File: src/rtl/procyon_wb_arbiter.sv
// Round-robin Wishbone B4 arbiter: N masters share one slave port,
// ownership held for a whole cyc interval so bursts are never split.
module procyon_wb_arbiter #(
  parameter  int OPTN_NUM_MASTERS   = 2,
  parameter  int OPTN_WB_DATA_WIDTH = 32,
  parameter  int OPTN_WB_ADDR_WIDTH = 32,
  localparam int WB_DATA_SIZE  = OPTN_WB_DATA_WIDTH / 8,
  localparam int GNT_IDX_WIDTH = $clog2(OPTN_NUM_MASTERS)
) (
  input  logic                                         i_wb_clk,
  input  logic                                         i_wb_rst,
  input  logic [OPTN_NUM_MASTERS-1:0]                  i_m_wb_cyc,
  input  logic [OPTN_NUM_MASTERS-1:0]                  i_m_wb_stb,
  input  logic [OPTN_NUM_MASTERS-1:0]                  i_m_wb_we,
  input  logic [OPTN_NUM_MASTERS*3-1:0]                i_m_wb_cti,
  input  logic [OPTN_NUM_MASTERS*2-1:0]                i_m_wb_bte,
  input  logic [OPTN_NUM_MASTERS*WB_DATA_SIZE-1:0]     i_m_wb_sel,
  input  logic [OPTN_NUM_MASTERS*OPTN_WB_ADDR_WIDTH-1:0] i_m_wb_addr,
  input  logic [OPTN_NUM_MASTERS*OPTN_WB_DATA_WIDTH-1:0] i_m_wb_data,
  output logic [OPTN_NUM_MASTERS-1:0]                  o_m_wb_ack,
  output logic [OPTN_WB_DATA_WIDTH-1:0]                o_m_wb_data,
  output logic                                         o_s_wb_cyc,
  output logic                                         o_s_wb_stb,
  output logic                                         o_s_wb_we,
  output logic [2:0]                                   o_s_wb_cti,
  output logic [1:0]                                   o_s_wb_bte,
  output logic [WB_DATA_SIZE-1:0]                      o_s_wb_sel,
  output logic [OPTN_WB_ADDR_WIDTH-1:0]                o_s_wb_addr,
  output logic [OPTN_WB_DATA_WIDTH-1:0]                o_s_wb_data,
  input  logic                                         i_s_wb_ack,
  input  logic [OPTN_WB_DATA_WIDTH-1:0]                i_s_wb_data,
  output logic                                         o_grant_valid,
  output logic [GNT_IDX_WIDTH-1:0]                     o_grant_idx
);

  typedef enum logic {
    IDLE  = 1'b0,
    GRANT = 1'b1
  } state_t;

  state_t                   state_q;
  logic                     grant_valid_q;
  logic [GNT_IDX_WIDTH-1:0] grant_idx_q;
  logic [GNT_IDX_WIDTH-1:0] rr_ptr_q;

  logic                     win_found;
  logic [GNT_IDX_WIDTH-1:0] win_idx;
  logic [GNT_IDX_WIDTH-1:0] next_ptr;
  logic                     owner_cyc;

  function automatic logic [GNT_IDX_WIDTH-1:0] wrap_add(
    input logic [GNT_IDX_WIDTH-1:0] base,
    input int                       off
  );
    int s;
    s = int'(base) + off;
    if (s >= OPTN_NUM_MASTERS) s = s - OPTN_NUM_MASTERS;
    return s[GNT_IDX_WIDTH-1:0];
  endfunction

  // Scan downward so the requester closest to rr_ptr is assigned last
  always_comb begin
    win_found = 1'b0;
    win_idx   = '0;
    for (int i = OPTN_NUM_MASTERS-1; i >= 0; i--) begin
      if (i_m_wb_cyc[wrap_add(rr_ptr_q, i)]) begin
        win_found = 1'b1;
        win_idx   = wrap_add(rr_ptr_q, i);
      end
    end
  end

  assign next_ptr = wrap_add(grant_idx_q, 1);

  always_comb begin
    owner_cyc   = 1'b0;
    o_s_wb_stb  = 1'b0;
    o_s_wb_we   = 1'b0;
    o_s_wb_cti  = '0;
    o_s_wb_bte  = '0;
    o_s_wb_sel  = '0;
    o_s_wb_addr = '0;
    o_s_wb_data = '0;
    o_m_wb_ack  = '0;
    for (int m = 0; m < OPTN_NUM_MASTERS; m++) begin
      if (state_q == GRANT &&
          grant_idx_q == GNT_IDX_WIDTH'(m)) begin
        owner_cyc     = i_m_wb_cyc[m];
        o_s_wb_stb    = i_m_wb_stb[m];
        o_s_wb_we     = i_m_wb_we[m];
        o_s_wb_cti    = i_m_wb_cti[m*3 +: 3];
        o_s_wb_bte    = i_m_wb_bte[m*2 +: 2];
        o_s_wb_sel    = i_m_wb_sel[m*WB_DATA_SIZE +: WB_DATA_SIZE];
        o_s_wb_addr   = i_m_wb_addr[m*OPTN_WB_ADDR_WIDTH +: OPTN_WB_ADDR_WIDTH];
        o_s_wb_data   = i_m_wb_data[m*OPTN_WB_DATA_WIDTH +: OPTN_WB_DATA_WIDTH];
        o_m_wb_ack[m] = i_s_wb_ack;
      end
    end
  end

  assign o_s_wb_cyc    = owner_cyc;
  assign o_m_wb_data   = i_s_wb_data;
  assign o_grant_valid = grant_valid_q;
  assign o_grant_idx   = grant_idx_q;

  always_ff @(posedge i_wb_clk or posedge i_wb_rst) begin
    if (i_wb_rst) begin
      state_q       <= IDLE;
      grant_valid_q <= 1'b0;
      grant_idx_q   <= '0;
      rr_ptr_q      <= '0;
    end else begin
      unique case (state_q)
        IDLE: begin
          if (win_found) begin
            state_q       <= GRANT;
            grant_valid_q <= 1'b1;
            grant_idx_q   <= win_idx;
          end
        end
        GRANT: begin
          if (!owner_cyc) begin
            state_q       <= IDLE;
            grant_valid_q <= 1'b0;
            rr_ptr_q      <= next_ptr;
          end
        end
        default: state_q <= IDLE;
      endcase
    end
  end

endmodule

File: config.mk
export PLATFORM = sky130hd
export DESIGN_NAME = procyon_wb_arbiter
export DESIGN_NICKNAME = d
export VERILOG_FILES = /design/src/rtl/procyon_wb_arbiter.sv
export SDC_FILE = /design/constraint.sdc
export NUM_CORES = 1
export LEC_CHECK = 0
export ABC_CLOCK_PERIOD_IN_PS = 1370
export BUFFER_PORTS_ARGS = -buffer_cell sky130_fd_sc_hd__buf_2
export CORE_AREA = 2 2 114 116
export DETAILED_ROUTE_END_ITERATION = 6
export DIE_AREA = 0 0 116 118
export PLACE_DENSITY = 0.47
export SYNTH_ARGS = -nofsm -noshare
export SYNTH_HDL_FRONTEND = slang
export SYNTH_SLANG_ARGS = --single-unit
File: constraint.sdc
create_clock -name i_wb_clk -period 1.37 [get_ports i_wb_clk]
set_input_delay 0.2055 -clock i_wb_clk [delete_from_list [all_inputs] [get_ports i_wb_clk]]
set_output_delay 0.2055 -clock i_wb_clk [all_outputs]
set_load 0.005 [all_outputs]
* Word level (Yosys, flattened, before mapping)
Cells that the tools add are included.
** Operators by class
- Eq/ne operators :: 2
- Reductions and logical operators :: 5
- Add/sub/neg operators :: 5
- Multiplexer cells :: 35
- Bitwise logic cells :: 3
- Order comparisons :: 5
** Operators by type and width (number)
- 32-bit 2-to-1 mux :: 4
- 1-bit 2-to-1 mux :: 23
- 4-bit 2-to-1 mux :: 2
- 3-bit 2-to-1 mux :: 2
- 2-bit AND reduction :: 3
- 1-bit by 1-bit adder with 2-bit output, second input constant :: 2
- 2-bit >= comparator, second input constant :: 2
- 1-bit by 2-bit less-than comparator with 1-bit output, second input constant :: 2
- 2-bit 2-to-1 mux :: 2
- 2-bit inequality test, second input constant :: 2
- 1-bit one-hot mux with 2 select lines :: 2
- 1-bit NOT :: 3
- 1-bit subtractor, second input constant :: 3
- 1-bit by 2-bit >= comparator with 1-bit output, second input constant :: 1
- 1-bit logical AND :: 2
** Storage, ports and cells
- Word-level logic and storage cells :: 59
- Bits of input ports :: 187
- Output and inout port bits :: 112
- Flip-flop bits (word level) :: 4

* Depth between registers and ports, before layout
- Depth after elaboration :: 9
- Depth in mapped cells :: 4
- Gate-level depth less buffers :: 3

* Least setup slack after synthesis
Ideal clock, no wire load.
- Path kind :: register to output
- From :: register grant_idx_q, in the netlist o_grant_idx
- To :: output port o_s_wb_addr[0]
- Buffers on the path :: 2
- Setup slack :: 239 ps
- Data required time :: 1165 ps
- Stages on the path, launching flop included :: 5
- Arrival :: 926 ps
- Path through :: dfrtp_1 -> buf_6 -> buf_8 -> mux2i_1 -> nor2_1
** Between the ends
- Cells in the longest elaborated chain, start to end :: 4
- Elaborated cells on any way between the ends :: 5
- Classes of those cells :: mux (2); bitwise (1); reduce/logical (2)
** Ends and longest elaborated chain
- from (decl) :: line 43 : logic [GNT_IDX_WIDTH-1:0] grant_idx_q;
- from (signal assigned) :: line 118 : grant_idx_q <= win_idx;
- 1-bit NOT :: line 87 : grant_idx_q == GNT_IDX_WIDTH'(m)) begin
- 1-bit logical AND :: line 86 : if (state_q == GRANT &&
- 32-bit 2-to-1 mux :: line 86
- 32-bit 2-to-1 mux (*) :: line 86
- to (decl) :: line 28 : output logic [OPTN_WB_ADDR_WIDTH-1:0] o_s_wb_addr,
Every way passes the cells marked *; elsewhere a longest branch is shown, timed or not.

* Worst setup path after layout
- From :: register grant_idx_q, in the netlist o_grant_idx
- To :: output port o_s_wb_data[7]
** Between the ends
- Cells in the longest elaborated chain, start to end :: 4
- Elaborated cells on any way between the ends :: 5
- Classes of those cells :: mux (2); bitwise (1); reduce/logical (2)
** Ends and longest elaborated chain
- 1-bit NOT :: line 87
- 1-bit logical AND :: line 86
- 32-bit 2-to-1 mux :: line 86
- 32-bit 2-to-1 mux (*) :: line 86
- to (decl) :: line 29 : output logic [OPTN_WB_DATA_WIDTH-1:0] o_s_wb_data,
Marked as above.

==> reports/qor.txt <==
Status: finished, violations left
Failing checks: negative setup slack
Vias per inst: 3.82
Final worst path period share: 118%
Finished Cell Area: 2890 um2
Clock transition at path regs: 0.03 ns
Critical path data arrival time: 1.41 ns
Reg-to-Reg End: state_q
Slew Limit Fails: 0
Worst hold start: i_m_wb_cyc[0]
CTS Buffer Depth: 2
Post-DP Area: 2720 um2
Largest net degree at the start of global routing: 46
Largest fanout on the critical path: 13
Critical-path cell list: buf_4, buf_12, mux2i_2, nor2_1, buf_2
Port Buffers: 234
Mux cell area share after synthesis: 46.0%
Slowest stage cell, crit path: dfrtp_4
Root buffer cell: clkbuf_16
Seq/Total Area, Yosys: 6.13%
Proportion of layout cells with a drive suffix above 1: 60.9%
Worst-skew pair later-pin latency: 0.23 ns
Num CTS Buffers: 3
CP max stage delay: 0.52 ns
Area Overhead vs Synth: 77.1%
First-pass GRT wire length: 10.8 mm
Pre-Repair DR Iteration Count: 4
RR Startpoint: o_grant_idx
Reg2Reg Setup Slack: 0.28 ns
Post-Synth Simple-Gate Area: 19.2%
Syn_nets: 410
Fin nets: 610
Post-synthesis area per instance: 7.32 um2
Detailed Place HPWL: 6.82 mm
Worst Reg2Reg Path Length in Cells: 3
Core area: 12400 um2
XOR/XNOR share of the synthesized area: 0%
Routed via count: 2272
Synth unique cells: 19
Grt ovf: 0
Die footprint: 13700 um2
Maximum vdd ir drop: 0.000994 V
Yosys reg bits: 4
Worst Setup Start Kind: register
Crit path max-delay family: flip-flops
Initial core utilization: 13.2%
Die X: 116 um
Min cycle time layout: 1.61 ns
Fin util: 23.3%
Largest family of logic cells by synthesized area: multiplexers
Compound-Gate Fraction of Synth Area: 3.22%
Yosys warns: 0
Pwr dens: 1520 nW/um2
FP Rows: 41
Mapped Area: 1630 um2
Routed WL per cell: 12.9 um
Worst Path Buf+Inv: 3
Max_cap viols: 0
Worst rel slew slack: 87.6%
Mapped Cells: 223
Critical path class: reg2out
TritonCTS clock tree: done
Drt drc: 0
Final TNS setup: -13.87 ns
F_max: 620 MHz
Hold endpoint: o_grant_idx
Endpoint class of the critical path: primary output
Leak: 1.81 nW
Number of routed nets with antenna violations: 0
Hold Crit Depth: 2
Post-detailed-routing wire length: 7.69 mm
Placer congestion estimate: 0.746
Setup violations, final: 78
Gr usage total: 9.94%
Total I/O pin count: 299
Die height: 118 um
Vias in the first global route: 2194
Layout Skew: 0.00495 ns
Initial antenna violation count: 1
RSZ-0062 raised after global routing: yes
Iter 0 DRT Violations: 64
PnR worst setup slack: -0.243 ns
Tightest Pin Transition: 0.181 ns
Data required time at the worst endpoint: 1.16 ns
H-tree depth: 1
Final total power: 4.40 mW
Clk sinks: 4
Synthesized-area fraction occupied by adder cells: 0%
Worst Hold Class: in2reg
Final hold vios: 0
layer usage:
layer	GRT usage [%]	wire, um	vias to the layer above
li1	-	-	1112
met1	9.42	2540	990
met2	20.8	4260	157
met3	2.47	820	13
met4	1.79	67	0
met5	0	0	-
cells in the mapped netlist:
master | count | area, um2
a21oi_1 | 5 | 25.0
mux2i_1 | 75 | 751
o22ai_1 | 1 | 6.26
buf_6 | 2 | 22.5
buf_8 | 6 | 90.1
dfrtp_1 | 4 | 100
buf_2 | 2 | 10.0
o21ai_0 | 2 | 10.0
buf_12 | 1 | 20.0
clkbuf_1 | 6 | 22.5
and3_1 | 1 | 6.26
nand2b_1 | 1 | 6.26
inv_2 | 1 | 3.75
nand2_1 | 2 | 7.51
a31oi_1 | 1 | 6.26
inv_1 | 2 | 7.51
nor2_1 | 78 | 293
buf_4 | 32 | 240
o21ai_1 | 1 | 5.00
cell families after synthesis:
logic type             after synthesis
and+or+nand+nor                     82
AOI/OAI and AO/OA                   10
muxes                               75
buffers and inverters               52
DFF                                  4
state kept, by name (all words and copies together), names as in the netlist:
register       count
rr_ptr_q           1
o_grant_valid      1
o_grant_idx        1
state_q            1
metrics by stage:
| stage | worst slack, ns | std cells | hold slack (ns) |
|---|---|---|---|
| 3_5_place_dp | -0.0210 | 587 | 0.115 |
| 5_1_grt | -0.305 | 594 | 0.280 |
| 3_3_place_gp | 0.00949 | 587 | 0.117 |
| 4_1_cts | -0.234 | 594 | 0.236 |
| 2_1_floorplan | 0.239 | 223 | -0.0284 |
| 6_report | -0.243 | 595 | 0.243 |
worst register-to-register path, delay by kind of cell (launching register included):
kind	cells	cell delay, ns
DFF	1	0.52
AOI/OAI and AO/OA	2	0.25
buffers and inverters	1	0.19
report_power, final:
| group | switching (mW) | leakage (nW) | internal [mW] |
|---|---|---|---|
| Combinational | 1.78 | 1.73 | 1.88 |
| Clock | 0.0935 | 0.0382 | 0.385 |
| Sequential | 0.0722 | 0.0444 | 0.184 |
how the worst max path moves through the flow:
| stage | startpoint | endpoint | slack, ns | cells past startpoint |
|---|---|---|---|---|
| after floorplan | o_grant_idx | o_s_wb_addr[0] | 0.24 | 4 |
| after global placement | o_grant_idx | o_s_wb_data[17] | 0.009 | 4 |
| after detailed placement | o_grant_idx | o_s_wb_addr[17] | -0.02 | 4 |
| after CTS | o_grant_idx | o_s_wb_addr[17] | -0.23 | 4 |
| after global routing | o_grant_idx | o_s_wb_addr[17] | -0.31 | 4 |
| final | o_grant_idx | o_s_wb_data[7] | -0.24 | 5 |
layout by cell type, fill, tap and decap left out, drive strengths merged:
cell type    synthesis  final
and3                 1      1
a21oi                5      5
clkbuf               6      4
inv                  3      3
diode                0      1
buf                 43    243
nand2b               1      1
nor2                78     78
dlygate4sd3          0      1
dfrtp                4      4
nand2                2      2
o21ai                3      3
a31oi                1      1
mux2i               75     75
o22ai                1      1
area by class of cell:
class	count	area, um2
well taps	172	215
repair buffers	244	1320
diodes	1	2.50
inverters	3	11.3
clock buffers	4	78.8
flip-flops and latches	4	104
multi-input cells	167	1160
fillers	1407	9520
what timing repair did:
action,4_1_cts,5_1_grt
gates resized for setup,11,4
endpoints found under the hold margin,4,0
endpoints found under the setup margin,78,78
pin swaps,0,0
hold buffers,1,0
buffers inserted,2,0
Note: power is estimated with default switching activity, not from simulation.
